File: config.mk
export PLATFORM = sky130hd
export DESIGN_NAME = uart_line_arbiter
export DESIGN_NICKNAME = d
export VERILOG_FILES = /design/src/rtl/uart_line_arbiter_pkg.sv /design/src/rtl/uart_line_arbiter_rr_picker.sv /design/src/rtl/uart_line_arbiter.sv
export SDC_FILE = /design/constraint.sdc
export NUM_CORES = 1
export LEC_CHECK = 0
export CORE_UTILIZATION = 40
export DETAILED_ROUTE_END_ITERATION = 8
export PLACE_DENSITY = 0.68
export SYNTH_ARGS = -nofsm -noshare
export SYNTH_HDL_FRONTEND = slang
export SYNTH_SLANG_ARGS = --single-unit
File: constraint.sdc
create_clock -name clock -period 4.1 [get_ports clock]
set_input_delay 0.615 -clock clock [delete_from_list [all_inputs] [get_ports clock]]
set_output_delay 0.615 -clock clock [all_outputs]
set_load 0.1 [all_outputs]
File: src/rtl/uart_line_arbiter_pkg.sv
// Shared definitions for the UART line arbiter: FSM state encoding, the
// line-terminating character and default parameter values.
package uart_line_arbiter_pkg;

  typedef enum logic {
    ST_IDLE   = 1'b0,
    ST_LOCKED = 1'b1
  } state_e;

  localparam logic [7:0] CHAR_NEWLINE = 8'h0A;

  localparam int unsigned DEF_NUM_REQ      = 4;
  localparam int unsigned DEF_MAX_LINE     = 128;
  localparam int unsigned DEF_IDLE_TIMEOUT = 256;

endpackage

File: src/rtl/uart_line_arbiter_rr_picker.sv
// Round-robin first-one finder: returns the first set bit of req found by
// scanning upward from ptr with wrap-around.
//   req     : request vector
//   ptr     : scan start position
//   valid_c : any request set
//   pick_c  : index of the selected request (0 when none)
module rr_picker #(
  parameter  int unsigned NUM_REQ = 4,
  localparam int unsigned ID_W    = (NUM_REQ > 1) ? $clog2(NUM_REQ) : 1
) (
  input  logic [NUM_REQ-1:0] req,
  input  logic [ID_W-1:0]    ptr,
  output logic               valid_c,
  output logic [ID_W-1:0]    pick_c
);

  int unsigned idx;

  // Scan from the far end so the candidate closest to ptr wins.
  always_comb begin
    valid_c = |req;
    pick_c  = '0;
    idx     = 0;
    for (int k = int'(NUM_REQ) - 1; k >= 0; k--) begin
      idx = (32'(ptr) + 32'(k)) % NUM_REQ;
      if (req[idx]) pick_c = ID_W'(idx);
    end
  end

endmodule

File: src/rtl/uart_line_arbiter.sv
// Arbitrates several character streams onto one UART output channel. A grant
// is held for a whole line and released on newline, on MAX_LINE characters,
// or after IDLE_TIMEOUT consecutive cycles without a character offered.
//   clock, reset : clock and synchronous active-low reset
//   req_valid    : per-requester character valid
//   req_ch       : per-requester character, requester i at [8i+7:8i]
//   req_ready    : per-requester character accepted
//   out_valid    : character presented to the sink
//   out_ch       : presented character
//   out_ready    : sink accepts the character
//   grant_id     : current grant holder, meaningful while locked
//   locked       : a grant is held
module uart_line_arbiter
  import uart_line_arbiter_pkg::*;
#(
  parameter  int unsigned NUM_REQ      = DEF_NUM_REQ,
  parameter  int unsigned MAX_LINE     = DEF_MAX_LINE,
  parameter  int unsigned IDLE_TIMEOUT = DEF_IDLE_TIMEOUT,
  localparam int unsigned ID_W         = (NUM_REQ > 1) ? $clog2(NUM_REQ) : 1
) (
  input  logic                 clock,
  input  logic                 reset,
  input  logic [NUM_REQ-1:0]   req_valid,
  input  logic [8*NUM_REQ-1:0] req_ch,
  output logic [NUM_REQ-1:0]   req_ready,
  output logic                 out_valid,
  output logic [7:0]           out_ch,
  input  logic                 out_ready,
  output logic [ID_W-1:0]      grant_id,
  output logic                 locked
);

  localparam int unsigned LINE_W = $clog2(MAX_LINE + 1);
  localparam int unsigned IDLE_W = $clog2(IDLE_TIMEOUT + 1);

  state_e            state_q, state_d;
  logic [ID_W-1:0]   rr_ptr_q, rr_ptr_d;
  logic [ID_W-1:0]   grant_q, grant_d;
  logic [LINE_W-1:0] line_cnt_q, line_cnt_d;
  logic [IDLE_W-1:0] idle_cnt_q, idle_cnt_d;
  logic              out_valid_q, out_valid_d;
  logic [7:0]        out_ch_q, out_ch_d;

  logic              pick_valid_c;
  logic [ID_W-1:0]   pick_id_c;
  logic              out_free_c;
  logic              hold_valid_c;
  logic [7:0]        hold_ch_c;
  logic              take_c;
  logic              rel_c;
  logic [7:0]        ch_arr [NUM_REQ];

  // Unpack the flat character bus so the holder's lane can be indexed.
  for (genvar i = 0; i < int'(NUM_REQ); i++) begin : g_lane
    assign ch_arr[i] = req_ch[8*i +: 8];
  end

  rr_picker #(.NUM_REQ(NUM_REQ)) u_picker (
    .req     (req_valid),
    .ptr     (rr_ptr_q),
    .valid_c (pick_valid_c),
    .pick_c  (pick_id_c)
  );

  assign out_free_c   = !out_valid_q || out_ready;
  assign hold_valid_c = req_valid[grant_q];
  assign hold_ch_c    = ch_arr[grant_q];

  // State and datapath registers.
  always_ff @(posedge clock) begin
    if (!reset) begin
      state_q     <= ST_IDLE;
      rr_ptr_q    <= '0;
      grant_q     <= '0;
      line_cnt_q  <= '0;
      idle_cnt_q  <= '0;
      out_valid_q <= 1'b0;
      out_ch_q    <= 8'h00;
    end else begin
      state_q     <= state_d;
      rr_ptr_q    <= rr_ptr_d;
      grant_q     <= grant_d;
      line_cnt_q  <= line_cnt_d;
      idle_cnt_q  <= idle_cnt_d;
      out_valid_q <= out_valid_d;
      out_ch_q    <= out_ch_d;
    end
  end

  // Next-state, grant bookkeeping and output register update.
  always_comb begin
    state_d     = state_q;
    rr_ptr_d    = rr_ptr_q;
    grant_d     = grant_q;
    line_cnt_d  = line_cnt_q;
    idle_cnt_d  = idle_cnt_q;
    out_valid_d = out_valid_q;
    out_ch_d    = out_ch_q;
    req_ready   = '0;
    take_c      = 1'b0;
    rel_c       = 1'b0;

    // The output register drains independently of the grant, so a character
    // buffered at release still reaches the sink.
    if (out_ready) out_valid_d = 1'b0;

    case (state_q)
      ST_IDLE: begin
        if (pick_valid_c) begin
          grant_d = pick_id_c;
          state_d = ST_LOCKED;
        end
      end
      ST_LOCKED: begin
        req_ready[grant_q] = out_free_c;
        take_c             = hold_valid_c && out_free_c;
        if (take_c) begin
          out_valid_d = 1'b1;
          out_ch_d    = hold_ch_c;
          line_cnt_d  = line_cnt_q + 1'b1;
          idle_cnt_d  = '0;
          rel_c       = (hold_ch_c == CHAR_NEWLINE) ||
                        (line_cnt_d == LINE_W'(MAX_LINE));
        end else if (!hold_valid_c) begin
          idle_cnt_d = idle_cnt_q + 1'b1;
          rel_c      = (idle_cnt_d == IDLE_W'(IDLE_TIMEOUT));
        end else begin
          // Holder is offering but the sink stalls: not an idle cycle.
          idle_cnt_d = '0;
        end
        if (rel_c) begin
          state_d    = ST_IDLE;
          line_cnt_d = '0;
          idle_cnt_d = '0;
          rr_ptr_d   = (grant_q == ID_W'(NUM_REQ - 1)) ? '0 : grant_q + 1'b1;
        end
      end
      default: state_d = ST_IDLE;
    endcase
  end

  assign out_valid = out_valid_q;
  assign out_ch    = out_ch_q;
  assign grant_id  = grant_q;
  assign locked    = (state_q == ST_LOCKED);

endmodule

# Yosys cells after proc, flatten, opt, wreduce, memory -nomap -nowiden
# Cells that the tools add are included.
# op_classes
n_addsub	6
n_lt_le_gt_ge	7
eq_ne	4
muxes	35
bitwise	3
n_reduce_logical	11
# ops
op	n
8-bit two-way mux	4
9-bit two-way mux	3
8-bit binary-select mux with 2-bit select	1
2-bit by 3-bit less-than comparator with 1-bit output (second input constant)	5
1-bit two-way mux	14
1-bit binary-select mux with 2-bit select	5
2-bit two-way mux	5
9-bit by 1-bit adder with 9-bit output (second input constant)	1
9-bit equality test (second input constant)	1
8-bit by 1-bit adder with 8-bit output (second input constant)	1
8-bit by 4-bit equality test with 1-bit output (second input constant)	1
8-bit equality test (second input constant)	1
2-bit AND reduction	4
2-bit by 1-bit adder with 2-bit output (second input constant)	2
2-bit adder (second input constant)	2
4-bit bitwise AND	1
4-bit two-way mux	1
4-bit OR reduction	1
3-bit greater-or-equal comparator (second input constant)	1
2-bit NOT with 3-bit output	1
1-bit demux with 2-bit select	1
2-bit equality test (second input constant)	1
2-bit by 1-bit greater-or-equal comparator with 1-bit output (second input constant)	1
1-bit logical AND	2
other kinds (5)	6
# totals
reg_bits	31
input_bits	39
output_inout_bits	16
word_cells	73

# Depth between registers and ports, before layout
# Gate-level depths: netlist (run 1).
# logic_depth
ltp_word	10
depth_mapped	7
ltp_nobuf	7

# By module
# A second synthesis (run 1) with hierarchy kept.
# unflattened
cells_unflattened	243
hier_area_um2	2139.6
# modules_own_cells
module	n_inst	cells_each	area_each_um2	seq_area_each_um2
uart_line_arbiter	1	230	2062.0	620.6
rr_picker	1	13	77.6	0.0

# Worst setup path after synthesis (run 1)
# Ideal clock, no wire load.
# synth_timing
path_type	reg-to-reg
from	register grant_q[0] (netlist: grant_id[0])
to	register rr_ptr_q[0]
setup_ns	0.072
t_arrival_ns	2.779
t_required_ns	4.028
path_slack_ns	1.249
stages_incl_launch_ff	8
path_buffers	1
synth_period_minus_slack_ns	2.851
path_cell_list	dfxtp_1 -> buf_6 -> mux4_2 -> nor4b_2 -> nand2_1 -> and3_1 -> nor3_4 -> mux2i_1
# synth_between
elab_chain_cells	9
elab_cells_between_ends	16
cone_classes	add/sub (1); eq/ne (2); mux (9); bitwise (1); reduce/logical (3)
# synth_rtl
item	line	source
start, declared	uart_line_arbiter.sv:38	logic [ID_W-1:0] grant_q, grant_d;
start signal, assigned	uart_line_arbiter.sv:82	grant_q <= grant_d;
2-bit NOT with 3-bit output (not written as such)	uart_line_arbiter.sv:67	assign hold_ch_c = ch_arr[grant_q];
8-bit binary-select mux with 2-bit select	uart_line_arbiter.sv:67	
8-bit two-way mux (not written as such) (2 in series)	uart_line_arbiter.sv:67	
8-bit by 4-bit equality test with 1-bit output	uart_line_arbiter.sv:122	rel_c = (hold_ch_c == CHAR_NEWLINE) ||
1-bit logical OR	uart_line_arbiter.sv:122	
1-bit two-way mux	uart_line_arbiter.sv:117	if (take_c) begin
1-bit two-way mux	uart_line_arbiter.sv:107	case (state_q)
2-bit AND reduction (no line)	--	
end signal, assigned	uart_line_arbiter.sv:81	rr_ptr_q <= rr_ptr_d;
end, declared	uart_line_arbiter.sv:37	logic [ID_W-1:0] rr_ptr_q, rr_ptr_d;
# Parallel ways exist; a longest one is shown, timed or not. The select of a mux whose other input is x is not followed.
# A chain may end at the register's enable or synchronous reset.

# Final worst setup path (run 1)
# layout_timing
from	register grant_q[0] (netlist: grant_id[0])
to	output grant_id[0]
# layout_lines
item	line	source
end, declared	uart_line_arbiter.sv:29	output logic [ID_W-1:0] grant_id,
# No word-level cell between the ends.

==> out/summary.txt, run 1 <==
initial core utilization -> 42.4%
die footprint -> 0.00543 mm^2
Cells after Synth -> 225
DRT antenna net count -> 0
CP top delay family -> buffers and inverters
CP Data Arrival Time -> 2.38 ns
initial antenna violation count -> 0
H-tree depth -> 2
number of global-route vias before repair -> 1658
most numerous cell in the Yosys netlist -> dfxtp_1
largest area contributor in the netlist -> dfxtp_1
Die X -> 73.7 um
clock skew -> 0.0103 ns
DP HPWL -> 3.44 mm
Post-Syn Area -> 0.00206 mm^2
postcts setup bufs -> 0
Critical path origin -> grant_id[0]
CP Capture Type -> output port
clock latency on the worst-skew pair -> 0.28 ns
Final Hold Fails -> 0
fin crit share -> 73.1%
sequential area share after synthesis -> 30.2%
post_cts resized -> 0
CTS sink cnt -> 31
GRT Total Usage -> 18.9%
max incr delay on CP -> 1.27 ns
routed wire length -> 4.69 mm
P per Cell Area -> 310 mW/mm^2
Reg2Reg Capture Point -> idle_cnt_q[6]
Worst R2R Start -> grant_id[0]
Post-synth top flop -> dfxtp_1
DR iter-0 viols -> 120
fin crit period -> 3.00 ns
CTS tree -> done
worst-path cell chain -> clkdlybuf4s50_1
Core Box Area -> 0.00485 mm^2
first-pass GRT wire length -> 7.93 mm
IO Port Bufs -> 54
max_cap viols -> 0
FMAX -> 0.334 GHz
Area growth, synth to finish -> 32.4%
share of cells above drive strength 1 -> 14.4%
VDD IR-drop max -> 175 uV
overall power -> 0.000844 W
synthesis warning total -> 0
CTS clk-pin slew, worst paths -> 0.07 ns
Pre-antenna DRT Iters -> 4
gpl congestion -> 0.855
min-delay worst type -> reg -> reg
r2r worst-path depth -> 5
Avg Inst Size Synth -> 9.14 um^2
Wirelength per Cell -> 13.6 um
Final setup viols -> 0
Final #Nets -> 322
pin count of the biggest net entering global routing -> 26
total grt overflow -> 0
total CTS buffers -> 5
WS Path Type -> reg -> out
most frequent cells after synthesis -> dfxtp_1 (31), nand2_1 (16), inv_1 (13), nor2b_1 (13), mux2i_1 (12)
Startpoint Class -> register
io pins -> 55
die height -> 73.7 um
Synth area leaders -> dfxtp_1 (30%), mux4_2 (9.9%), mux2i_1 (5.8%), ha_1 (4.3%), nor2b_1 (4.0%)
Slew headroom -> 33.7%
fin. max-slew vios -> 0
Post-synth ARST share -> 0%
area share of the largest cell type after synthesis -> 30.2%
number of synthesized flops with an enable pin -> 0
Yosys reg bits -> 31
Hold EP -> idle_cnt_q[8]
Reg2Reg Setup Slack -> 1.40 ns
Distinct cells, synth -> 50
via count -> 1847
row count -> 25
clock root buffer -> clkbuf_8
CP max-delay cell -> clkdlybuf4s50_1
Worst Tran Pin Value -> 0.992 ns
Worst Path Required -> 3.48 ns
# DRC -> 0
Worst Path Max Fanout -> 15
Syn Nets -> 271
CTS Buffer Depth -> 2
status -> complete, no violations
# hold bufs at CTS -> 0
DR vias/cell -> 5.37
RSZ-0062 raised after global routing -> false
CP Buf/Inv Count -> 1
Min-Delay Path Depth -> 2
P_leak -> 1.02 nW
setup TNS -> 0 ns
# diodes -> 0
Hold Startpoint -> idle_cnt_q[8]
Finished Core Util -> 56.2%
[sequential cells by signal, indices dropped and copies added, names as in the netlist]
name        flops
out_ch          8
grant_id        2
locked          1
rr_ptr_q        2
idle_cnt_q      9
out_valid       1
line_cnt_q      8
[report_power, final]
group / internal, W / total (W) / leakage, nW / switching (W)
registers: 0.000314 / 0.000330 / 0.252 / 0.0000166
logic: 0.000100 / 0.000249 / 0.713 / 0.000149
clock network: 0.000153 / 0.000264 / 0.0515 / 0.000111
total: 0.000567 / 0.000844 / 1.02 / 0.000276
[per-stage QoR]
step	instance area, um^2	instances	hold slack [ns]	setup slack, ns
floorplan	2060	225	0.439	1.25
global placement	2620	336	0.458	1.23
detailed placement	2620	336	0.458	1.19
CTS	2720	344	0.474	1.03
global route	2720	344	0.504	0.937
finish	2720	344	0.479	1.10
[worst register-to-register path, cell delays in order, from the launching register on]
cell	delay, ns
dfxtp_1	0.82
mux4_2	0.69
a2111oi_4	0.37
a21oi_2	0.21
a31o_1	0.26
a22o_1	0.22
[routing by layer]
layer | track usage [%] | wire, um | vias up
met3 | 3.57 | 219 | 6
met4 | 7.26 | 68 | 0
met5 | 0 | 0 | -
met1 | 27.9 | 2330 | 851
met2 | 26.8 | 2080 | 55
li1 | - | - | 935
[kinds of logic (layout without fill, tap and decap cells)]
kind of cell / count (synthesis) / after routing / share of synthesized area [%]
AOI/OAI and AO/OA: 50 / 50 / 18.2
xor gates and xnor gates: 1 / 1 / 0.426
adders and majority gates: 7 / 7 / 4.26
buffers and inverters: 25 / 77 / 5.42
DFF: 31 / 31 / 30.2
muxes: 21 / 21 / 15.7
and+or+nand+nor: 90 / 90 / 25.8
[how the worst max path moves through the flow]
stage / end / slack, ns / cells past startpoint
floorplan: rr_ptr_q[0] / 1.25 / 7
global placement: line_cnt_q[0] / 1.23 / 6
detailed placement: line_cnt_q[0] / 1.19 / 6
CTS: grant_id[0] / 1.03 / 1
global route: grant_id[0] / 0.94 / 1
finish: grant_id[0] / 1.10 / 1
[cell type report]
cell class	count	area, um^2
Inverter	13	48.8
Sequential cell	31	621
Multi-Input combinational cell	169	1320
Tap cell	67	83.8
Clock buffer	8	100
Fill cell	451	2130
Timing Repair Buffer	56	546
[cell usage in the layout (no fill, tap or decap), types with 7 or more instances in the layout]
cell type,n
and3_1,8
clkbuf_8,7
clkdlybuf4s50_1,50
dfxtp_1,31
ha_1,7
inv_1,13
mux2i_1,12
mux4_2,9
nand2_1,16
nand3_1,11
nor2_1,11
nor2b_1,13
o21ai_0,7
Note: power is estimated with default switching activity, not from simulation.
==> inputs of run 2 (changes only) <==
- PLACE_DENSITY: 0.68 -> 0.71
- clock period: 4.1 -> 2.56 ns (I/O delays scaled with it)
==> out/summary.txt, run 2 (synthesized netlist as in run 1, its figures left out) <==
routed wire length -> 4.71 mm (+0.47%)
io pins -> 55 (unchanged)
Startpoint Class -> register
initial antenna violation count -> 0 (unchanged)
NetSw -> 0.000456 W (+65%)
Worst Tran Pin Value -> 0.488 ns (-0.504 ns)
clock latency on the worst-skew pair -> 0.29 ns (about the same)
H-tree depth -> 2 (unchanged)
min-delay worst type -> reg -> reg
postcts setup bufs -> 0 (unchanged)
P per Cell Area -> 509 mW/mm^2 (+64%)
DP HPWL -> 3.60 mm (+4.7%)
clock root buffer -> clkbuf_8
pin count of the biggest net entering global routing -> 22 (-15%)
first-pass GRT wire length -> 7.67 mm (-3.3%)
Slew headroom -> 67.4% (+34 points)
CTS sink cnt -> 31 (unchanged)
DRT antenna net count -> 0 (unchanged)
RSZ-0062 raised after global routing -> false
Final #Nets -> 334 (+3.7%)
CP Capture Type -> register
GRT Total Usage -> 18.4% (-0.44 points)
CTS Buffer Depth -> 2 (unchanged)
share of cells above drive strength 1 -> 23.5% (+9.1 points)
Finished Core Util -> 58.9% (+2.7 points)
slack of the critical path -> 0.167 ns (-0.936 ns)
clock skew -> 0.00422 ns (-0.00604 ns)
Wirelength per Cell -> 13.2 um (-2.9%)
Logic pwr share -> 29.3% (-0.3 points)
sequential power share -> 36.2% (-3.0 points)
CTS clk-pin slew, worst paths -> 0.07 ns (about the same)
commonest non-fill, non-tap cell in the layout -> clkdlybuf4s50_1
Core Box Area -> 0.00485 mm^2 (unchanged)
switching share of total power -> 31.4% (-1.4 points)
Die X -> 73.7 um (unchanged)
DR vias/cell -> 5.29 (-1.4%)
gpl congestion -> 0.808 (-5.6%)
initial core utilization -> 42.4% (unchanged)
fin. max-slew vios -> 0 (unchanged)
max FFs per register -> 9 (unchanged)
fin crit share -> 93.5%
total CTS buffers -> 5 (unchanged)
# hold bufs at CTS -> 0 (unchanged)
commonest cells after routing, fill and taps aside -> clkdlybuf4s50_1 (38), dfxtp_1 (28), buf_4 (26)
number of global-route vias before repair -> 1650 (-0.48%)
DR iter-0 viols -> 82 (-32%)
P_int -> 0.000998 W (+76%)
max_cap viols -> 0 (unchanged)
die height -> 73.7 um (unchanged)
worst hold slack -> 0.470 ns (-0.00895 ns)
placed instance count -> 348 (+3.6%)
# DRC -> 0 (unchanged)
dpl ws -> 0.0788 ns (-1.11 ns)
Worst Path Max Fanout -> 9 (-6)
Final setup viols -> 0 (unchanged)
row count -> 25 (unchanged)
Pre-antenna DRT Iters -> 4 (unchanged)
setup TNS -> 0 ns (unchanged)
die footprint -> 0.00543 mm^2 (unchanged)
IO Port Bufs -> 54 (unchanged)
status -> complete, no violations
Biggest register -> idle_cnt_q
clock network power share -> 34.5% (+3.2 points)
VDD IR-drop max -> 335 uV (+92%)
via count -> 1885 (+2.1%)
Final Hold Fails -> 0 (unchanged)
# diodes -> 0 (unchanged)
fin crit period -> 2.39 ns
CTS tree -> done
CP Data Arrival Time -> 2.58 ns (+0.20 ns)
Worst Path Required -> 2.74 ns (-0.74 ns)
P_leak -> 1.12 nW (+10%)
WS Path Type -> reg -> reg
Area growth, synth to finish -> 38.8%
final cell count without fillers -> 356 (+3.5%)
FMAX -> 0.418 GHz
total grt overflow -> 0 (unchanged)
-- run 2: changes by cell type in the layout (fill, tap and decap cells not counted), sizes merged --
cell,delta
clkbuf,-2
clkdlybuf4s50,-12
clkinv,+1
bufinv,+1
buf,+24
-- run 2: metal layers --
| metal | vias up | track usage (%) | share of wire, % | wire [um] |
|---|---|---|---|---|
| li1 | 959 | - | - | - |
| met1 | 883 | 25.7 | 50 | 2360 |
| met2 | 38 | 27.4 | 45 | 2140 |
| met3 | 5 | 3.43 | 3.0 | 139 |
| met4 | 0 | 8.33 | 1.4 | 64 |
| met5 | - | 0 | 0 | 0 |
-- run 2: worst paths after layout --
check / cells after the start / end / start / slack (ns)
worst max-delay path: 7 / idle_cnt_q[6] / idle_cnt_q[1] / 0.17
worst max register to register: 7 / idle_cnt_q[6] / idle_cnt_q[1] / 0.17
worst min-delay path: 2 / idle_cnt_q[8] / idle_cnt_q[8] / 0.47
worst min register to register: 2 / idle_cnt_q[8] / idle_cnt_q[8] / 0.47
-- run 2: stage by stage --
stage | total power, W | instance area, um^2
3_5_place_dp | 0.000964 | 2740
3_3_place_gp | 0.000961 | 2740
6_report | 0.00145 | 2850
5_1_grt | 0.00151 | 2850
4_1_cts | 0.00147 | 2850
2_1_floorplan | 0.000814 | 2060
-- run 2: critical path: stages, from the launching register on --
cell and delay [ns]:
dfxtp_1 0.44, ha_1 0.23, nand3_2 0.13, or3_4 0.41, a2111oi_4 0.42, a21oi_2 0.19
a31o_1 0.25, a22o_1 0.22
-- run 2: timing repair --
item	CTS	global route
endpoints found under the hold margin	0	0
resized for setup	0	1
endpoints found under the setup margin	0	1
-- run 2: layout make-up --
class                      count  area [um^2]
sequential                    31          624
tap                           67         83.8
timing repair buffer          68          656
inverter                      13         48.8
multi-input combinational    169         1320
clock inverter                 2         35.0
clock buffer                   6         82.6
fill                         431         1990
-- run 2: power groups by stage --
stage	Combinational (W)	Sequential, W	Clock (W)
5_1_grt	0.000453	0.000530	0.000531
2_1_floorplan	0.000183	0.000631	0
3_5_place_dp	0.000427	0.000537	0
3_3_place_gp	0.000425	0.000536	0
6_report	0.000427	0.000526	0.000501
4_1_cts	0.000429	0.000526	0.000517
